File: src/rtl/display_scan_ctrl_if.sv
// rtl/display_scan_ctrl_if.sv - data/control bundle between a host and the display scan controller
// Purpose: groups the host-side load inputs and the display-side outputs.
// Signals:
//   value       host -> ctrl  BCD digits, digit i at [4i+3:4i]
//   load        host -> ctrl  one-cycle capture strobe for value
//   blank_lz    host -> ctrl  leading-zero blanking enable
//   digit_bcd   ctrl -> host  BCD code for the shared decoder
//   digit_en_n  ctrl -> host  active-low anode enables
//   load_ack    ctrl -> host  pending data applied (first cycle of slot 0)
//   frame_start ctrl -> host  first cycle of slot 0
//   bcd_err     ctrl -> host  current slot digit is > 9
interface display_scan_ctrl_if #(
    parameter int N_DIGITS = 4
);
    logic [4*N_DIGITS-1:0] value;
    logic                  load;
    logic                  blank_lz;
    logic [3:0]            digit_bcd;
    logic [N_DIGITS-1:0]   digit_en_n;
    logic                  load_ack;
    logic                  frame_start;
    logic                  bcd_err;

    modport master (
        output value, load, blank_lz,
        input  digit_bcd, digit_en_n, load_ack, frame_start, bcd_err
    );

    modport slave (
        input  value, load, blank_lz,
        output digit_bcd, digit_en_n, load_ack, frame_start, bcd_err
    );
endinterface

File: src/rtl/display_scan_ctrl.sv
// rtl/display_scan_ctrl.sv - time-multiplexed seven-segment scan controller
// Purpose: rotates one digit slot at a time through N_DIGITS, presenting the
//   shadow digit to the shared decoder, with per-slot dead time, leading-zero
//   blanking, non-BCD flagging and tear-free frame-boundary updates.
// Ports:
//   clk    single clock, rising edge
//   rst_n  asynchronous active-low reset
//   bus    display_scan_ctrl_if slave modport (value/load/blank_lz in,
//          digit_bcd/digit_en_n/load_ack/frame_start/bcd_err out)
module display_scan_ctrl #(
    parameter int N_DIGITS    = 4,
    parameter int SCAN_DIV    = 1000,
    parameter int DEAD_CYCLES = 16
) (
    input  logic                 clk,
    input  logic                 rst_n,
    display_scan_ctrl_if.slave   bus
);
    localparam int PW = $clog2(SCAN_DIV);
    localparam int IW = (N_DIGITS > 1) ? $clog2(N_DIGITS) : 1;
    localparam int VW = 4 * N_DIGITS;

    typedef enum logic {S_DEAD, S_ON} slot_state_t;

    slot_state_t           r_state;
    logic [PW-1:0]         r_presc;
    logic [IW-1:0]         r_idx;
    logic [VW-1:0]         r_shadow;
    logic [VW-1:0]         r_pend;
    logic                  r_pend_v;
    logic [3:0]            r_digit_bcd;
    logic [N_DIGITS-1:0]   r_digit_en_n;
    logic                  r_load_ack;
    logic                  r_frame_start;
    logic                  r_bcd_err;

    slot_state_t           w_state_nxt;
    logic                  w_presc_last;
    logic                  w_idx_last;
    logic                  w_boundary;
    logic                  w_xfer;
    logic [PW-1:0]         w_presc_nxt;
    logic [IW-1:0]         w_idx_nxt;
    logic [VW-1:0]         w_shadow_nxt;
    logic [3:0]            w_digit_nxt;
    logic                  w_run_zero;
    logic                  w_lz;
    logic                  w_blanked;
    logic                  w_err_nxt;
    logic [N_DIGITS-1:0]   w_en_n_nxt;

    // Outputs are registered from next-state values so they line up with the
    // counters without an extra cycle of lag.
    always_comb begin
        w_presc_last = (r_presc == PW'(SCAN_DIV - 1));
        w_idx_last   = (r_idx == IW'(N_DIGITS - 1));
        w_boundary   = w_presc_last && w_idx_last;

        w_presc_nxt = w_presc_last ? '0 : r_presc + 1'b1;
        w_idx_nxt   = r_idx;
        if (w_presc_last) begin
            w_idx_nxt = w_idx_last ? '0 : r_idx + 1'b1;
        end

        // A load landing on the boundary itself wins over the pending copy.
        w_xfer       = w_boundary && (bus.load || r_pend_v);
        w_shadow_nxt = r_shadow;
        if (w_boundary && bus.load) begin
            w_shadow_nxt = bus.value;
        end else if (w_boundary && r_pend_v) begin
            w_shadow_nxt = r_pend;
        end

        w_digit_nxt = w_shadow_nxt[4*int'(w_idx_nxt) +: 4];
        w_err_nxt   = (w_digit_nxt > 4'd9);

        // Walk from the most significant digit down; the digit is a leading
        // zero if it and everything above it are zero.
        w_run_zero = 1'b1;
        w_lz       = 1'b0;
        for (int i = N_DIGITS - 1; i >= 0; i--) begin
            w_run_zero = w_run_zero && (w_shadow_nxt[4*i +: 4] == 4'd0);
            if (i == int'(w_idx_nxt)) begin
                w_lz = w_run_zero;
            end
        end
        w_blanked = bus.blank_lz && (w_idx_nxt != '0) && w_lz;

        w_state_nxt = r_state;
        case (r_state)
            S_DEAD:  if (w_presc_nxt == PW'(DEAD_CYCLES)) w_state_nxt = S_ON;
            S_ON:    if (w_presc_last) w_state_nxt = S_DEAD;
            default: w_state_nxt = S_DEAD;
        endcase

        w_en_n_nxt = '1;
        if (w_state_nxt == S_ON && !w_err_nxt && !w_blanked) begin
            w_en_n_nxt[w_idx_nxt] = 1'b0;
        end
    end

    always_ff @(posedge clk or negedge rst_n) begin
        if (!rst_n) begin
            r_state       <= S_DEAD;
            r_presc       <= '0;
            r_idx         <= '0;
            r_shadow      <= '0;
            r_pend        <= '0;
            r_pend_v      <= 1'b0;
            r_digit_bcd   <= 4'd0;
            r_digit_en_n  <= '1;
            r_load_ack    <= 1'b0;
            r_frame_start <= 1'b0;
            r_bcd_err     <= 1'b0;
        end else begin
            r_state       <= w_state_nxt;
            r_presc       <= w_presc_nxt;
            r_idx         <= w_idx_nxt;
            r_shadow      <= w_shadow_nxt;
            if (bus.load && !w_boundary) begin
                r_pend   <= bus.value;
                r_pend_v <= 1'b1;
            end else if (w_boundary) begin
                r_pend_v <= 1'b0;
            end
            r_digit_bcd   <= w_digit_nxt;
            r_digit_en_n  <= w_en_n_nxt;
            r_bcd_err     <= w_err_nxt;
            r_frame_start <= w_boundary;
            r_load_ack    <= w_xfer;
        end
    end

    assign bus.digit_bcd   = r_digit_bcd;
    assign bus.digit_en_n  = r_digit_en_n;
    assign bus.load_ack    = r_load_ack;
    assign bus.frame_start = r_frame_start;
    assign bus.bcd_err     = r_bcd_err;
endmodule

File: src/flat_wrapper.sv
// flat-port wrapper written by rule: the top's interface ports become plain ports
module display_scan_ctrl_flat 
#(
    parameter int N_DIGITS    = 4,
    parameter int SCAN_DIV    = 1000,
    parameter int DEAD_CYCLES = 16
)
  (clk, rst_n, bus_value, bus_load, bus_blank_lz, bus_digit_bcd, bus_digit_en_n, bus_load_ack, bus_frame_start, bus_bcd_err);
  display_scan_ctrl_if #(.N_DIGITS(N_DIGITS)) bus_i ();
  input  logic clk;
  input  logic rst_n;
  input wire logic [$bits(bus_i.value)-1:0] bus_value;
  input wire logic [$bits(bus_i.load)-1:0] bus_load;
  input wire logic [$bits(bus_i.blank_lz)-1:0] bus_blank_lz;
  output wire logic [$bits(bus_i.digit_bcd)-1:0] bus_digit_bcd;
  output wire logic [$bits(bus_i.digit_en_n)-1:0] bus_digit_en_n;
  output wire logic [$bits(bus_i.load_ack)-1:0] bus_load_ack;
  output wire logic [$bits(bus_i.frame_start)-1:0] bus_frame_start;
  output wire logic [$bits(bus_i.bcd_err)-1:0] bus_bcd_err;
  assign bus_i.value = bus_value;
  assign bus_i.load = bus_load;
  assign bus_i.blank_lz = bus_blank_lz;
  assign bus_digit_bcd = bus_i.digit_bcd;
  assign bus_digit_en_n = bus_i.digit_en_n;
  assign bus_load_ack = bus_i.load_ack;
  assign bus_frame_start = bus_i.frame_start;
  assign bus_bcd_err = bus_i.bcd_err;
  display_scan_ctrl #(.N_DIGITS(N_DIGITS), .SCAN_DIV(SCAN_DIV), .DEAD_CYCLES(DEAD_CYCLES)) u_core (.clk(clk), .rst_n(rst_n), .bus(bus_i));
endmodule
File: config.mk
export PLATFORM = sky130hd
export DESIGN_NAME = display_scan_ctrl_flat
export DESIGN_NICKNAME = d
export VERILOG_FILES = /design/src/rtl/display_scan_ctrl_if.sv /design/src/rtl/display_scan_ctrl.sv /design/src/flat_wrapper.sv
export SDC_FILE = /design/constraint.sdc
export NUM_CORES = 1
export LEC_CHECK = 0
export BUFFER_PORTS_ARGS = -buffer_cell sky130_fd_sc_hd__buf_2
export CORE_ASPECT_RATIO = 0.7
export CORE_MARGIN = 2
export CORE_UTILIZATION = 55
export DETAILED_ROUTE_END_ITERATION = 16
export GPL_ROUTABILITY_DRIVEN = 0
export GPL_TIMING_DRIVEN = 1
export PLACE_DENSITY = 0.74
export SYNTH_ARGS = -nofsm -noshare
export SYNTH_HDL_FRONTEND = slang
export SYNTH_SLANG_ARGS = --single-unit
File: constraint.sdc
create_clock -name clk -period 6.15 [get_ports clk]
set_input_delay 0.615 -clock clk [delete_from_list [all_inputs] [get_ports clk]]
set_output_delay 0.615 -clock clk [all_outputs]
set_load 0.02 [all_outputs]
==> metrics list <==
- The run finished with clean final reports.
- In the final design database the tool counted between 300 and 400 nets.
- Kind of critical path: flip-flop to flip-flop
- Top flip-flop cell by instance count after synthesis: sky130_fd_sc_hd__dfrtp_1
- The final hold violation count is 0.
* Estimated wirelength of the detail-placed design: around 4.4 mm
- Die area: approximately 0.0057 sq mm
- Post-CTS Hold Fix Bufs: 0
* Switching power: 0.167 mW
- IR analysis of the VDD net gives a maximum drop of between 0.00015 and 0.0002 V.
- The synthesized design contains 57 register bits.
* Utilization after layout: 0.661
- On the final layout, the worst hold slack is 403 ps.
- The finished cells cover between 0.003 and 0.004 sq mm.
- Total placed cells including tap cells: roughly 350
- The detail route stage leaves a number of antenna-violating nets equal to 0.
* Total number of yosys warnings: 0
- Dominant cell type by area after synthesis: sky130_fd_sc_hd__dfrtp_1
- Post-CTS Repair Setup Buffers: 0
- The first detailed-routing pass took 5 iterations.
- Static leakage power: 1.36 nW
- In the final layout, the share of cells above drive strength 1 is 0.269.
* Final Power: 0.776 mW
* Kind of launch point of the worst setup path: flip-flop
* Post-route DRC violation count: 0
* Clock Tree Buf Depth: 2
- Summed over all layers, the routed wires come to 6.26 mm.
- Comb pwr share: 0.042
- The number of global-route vias before repair came to 2038.
- Grt total ovfl: 0
- Traced cell by cell, the critical path runs through ha_1 -> and4b_1 -> nand4_1 -> o32ai_1 -> or3b_1 -> nand4_1 -> o31ai_4 -> o2111ai_1.
- Buf/Inv on CP: 0
* Most frequent cells in the layout: 53 x sky130_fd_sc_hd__dfrtp_1, 30 x sky130_fd_sc_hd__buf_2, 19 x sky130_fd_sc_hd__nand2_1, 19 x sky130_fd_sc_hd__nor2_1, 16 x sky130_fd_sc_hd__mux2_2
- Number of unique standard cell types used by synthesis: between 50 and 60
* Synthesis-to-layout area growth: 13.8%
- From left edge to right edge, the die measures 89.4 um.
- Yosys attributes the largest share of cell area to sky130_fd_sc_hd__dfrtp_1 47%, sky130_fd_sc_hd__mux2_2 6.4%, sky130_fd_sc_hd__dfstp_2 3.7%.
* Clock tree from TritonCTS: built
- The share of the Yosys chip area taken by registers is 0.510.
* Area post-placement: between 0.002 and 0.003 sq mm
- Leading cell type in the layout, fill and taps excluded: sky130_fd_sc_hd__dfrtp_1
- Routed wirelength normalized by instance count: between 15 and 20 um
- Delay contributed by the slowest stage of the critical path: between 800 and 900 ps
* TritonCTS Buffers: 9
- Max-cap violations in this run came to 0.
- The finished layout holds around 360 standard cells, fillers aside.
- Counting flops with a built-in enable in the synthesized netlist gives 0.
* Skew-Pair Late Insertion Delay: around 350 ps
- Of all nets on the critical path, the largest fanout is 26.
- Count of standard-cell rows: 21
* Global Route Usage Sum: 0.247
- The share of total power dissipated in sequential elements is 0.505.
- Average cell area after synthesis: roughly 11 sq um
* Async set-or-reset flop fraction in the synthesized netlist: 1.00
- Worst slew margin: 0.308
- Total clock sinks: 57
* Net Sw Frac: 0.215
- Number of antenna violations at the first check in global routing: 0
- The internal power of the cells totals about 0.61 mW.
* Final max-slew violation count: 0
- The H-tree generated during clock tree synthesis spans 3 levels.
* Sum of negative setup slack: 0 ps
- Top-Level Pins: 31
- For this configuration, the core starts out at a cell density of 0.580.
- Vias per cell: between 5 and 6
- Setup slack closes at 2820 ps.
* Core Footprint: 0.00483 sq mm
- Setup violations remaining at the end of the flow were counted as 0.
- Number of nets produced by synthesis: 280
- The min-delay analysis places its worst path in the category primary input to asynchronous set/reset pin.
* Final Critical Period: between 3000 and 4000 ps
- Pre-CTS setup slack: between 2000 and 3000 ps
* Clock edge transition at the registers on the reported setup and hold paths: 60 ps
- Crit path max-delay family: simple AND/OR/NAND/NOR gates
* Setup repair after global routing missed its margin: false
- Cell Pwr Density: 243 mW/mm^2
- Top cell type's share of synthesized area: 0.473
- At the pin with the least slew margin, the transition time is ~1000 ps.
- The first routing iteration left about 270 violations.
- Number of standard cells after synthesis: approximately 260
- Post-route fraction of the period consumed by the critical path: 0.542
- Pin count of the biggest net entering global routing: 58
- First-pass GRT wire length: roughly 10 mm
* Resize count post-CTS: 0
- Floorplan die height: 63.8 um
- The most numerous cell type found on the critical path is sky130_fd_sc_hd__nand4_1.
- Port-buffer cells: 30
- Data on the critical path is required at its endpoint by 6370 ps.
- Arrival time at the worst endpoint: 3550 ps
- Maximum operating frequency: around 300 MHz
* Antenna cells: 0
- The share of total power dissipated in the clock network is 0.453.
* Worst setup EP type: flip-flop
- The tree is rooted in a sky130_fd_sc_hd__clkbuf_8.
- Detailed routing inserted a total of ~2100 vias.
* Netlist area before placement: 0.00281 sq mm
- Between clock sinks in the finished design, the worst skew comes to between 10 and 15 ps.
- Among all stages on the critical path, the largest delay is contributed by sky130_fd_sc_hd__nand4_1.
## layer usage
metal  routed length (um)  track usage
met5                    0            0
met4                   90       0.0989
met3                  397       0.0788
met2                 2620        0.324
met1                 3150        0.376
## synth_stat cells, drive strengths merged (4+ instances only)
cell    number
buf          4
nor2        19
o41ai        5
nand2b       4
o211ai       7
o32ai        4
nand3        7
a21oi        6
xnor2        4
a31oi        4
inv         11
mux2        16
dfstp        4
o21ai        8
nand2       19
nor2b        5
clkbuf       8
nor3         4
nand4        8
dfrtp       53
## final timing paths
kind	from	to	slack (ps)	cells past startpoint
hold / removal	rst_n	u_core.r_pend[15]$_DFFE_PN0P_	400	2
max in group asynchronous	rst_n	u_core.r_presc[7]$_DFF_PN0_	5280	2
setup / recovery	u_core.r_presc[0]$_DFF_PN0_	u_core.bus.digit_en_n[1]$_DFF_PN1_	2820	8
setup reg to reg	u_core.r_presc[0]$_DFF_PN0_	u_core.bus.digit_en_n[1]$_DFF_PN1_	2820	8
min in group clk	u_core.r_pend[0]$_DFFE_PN0P_	u_core.r_pend[0]$_DFFE_PN0P_	510	1
hold reg to reg	u_core.r_pend[0]$_DFFE_PN0P_	u_core.r_pend[0]$_DFFE_PN0P_	510	1
## power by group through the flow
stage	sequential [mW]	combinational (mW)	clock (mW)
floorplan	0.397	0.0143	0
global placement	0.398	0.0327	0
detailed placement	0.398	0.0335	0
CTS	0.392	0.0337	0.358
global route	0.393	0.0370	0.375
finish	0.392	0.0329	0.351
## logic make-up (layout without fill, tap and decap cells)
logic type	count (synthesis)	count (layout)	share of synthesized area
flip-flops	57	57	0.510
AO/OA/AOI/OAI	63	63	0.173
multiplexers	18	18	0.0713
AND/OR/NAND/NOR	89	89	0.181
XOR/XNOR	6	6	0.0187
adder cells (fa/ha/maj)	2	2	0.00892
buffers and inverters	23	59	0.0370
## registers in the layout, indices dropped and copies added, names as in the netlist
| register | flops |
|---|---|
| u_core.r_state | 1 |
| u_core.bus.digit_bcd | 4 |
| u_core.r_shadow | 16 |
| u_core.bus.digit_en_n | 4 |
| u_core.r_presc | 10 |
| u_core.bus.bcd_err | 1 |
| u_core.r_idx | 2 |
| u_core.r_pend_v | 1 |
| u_core.bus.load_ack | 1 |
| u_core.bus.frame_start | 1 |
| u_core.r_pend | 16 |
## cell type report
| class | count | area [sq um] |
|---|---|---|
| Fill cell | 414 | 1640 |
| Sequential cell | 57 | 1430 |
| Multi-Input combinational cell | 178 | 1270 |
| Timing Repair Buffer | 32 | 165 |
| Clock buffer | 13 | 159 |
| Tap cell | 69 | 86.3 |
| Inverter | 11 | 41.3 |
| Clock inverter | 3 | 40.0 |
## worst register-to-register path: cells and delay by family, from the launching register on
family	cells	cell delay (ps)
compound gates	3	1030
fa+ha+maj	1	300
flops	1	400
simple gates	4	1480
No activity file was read; power rests on OpenSTA's default activity.
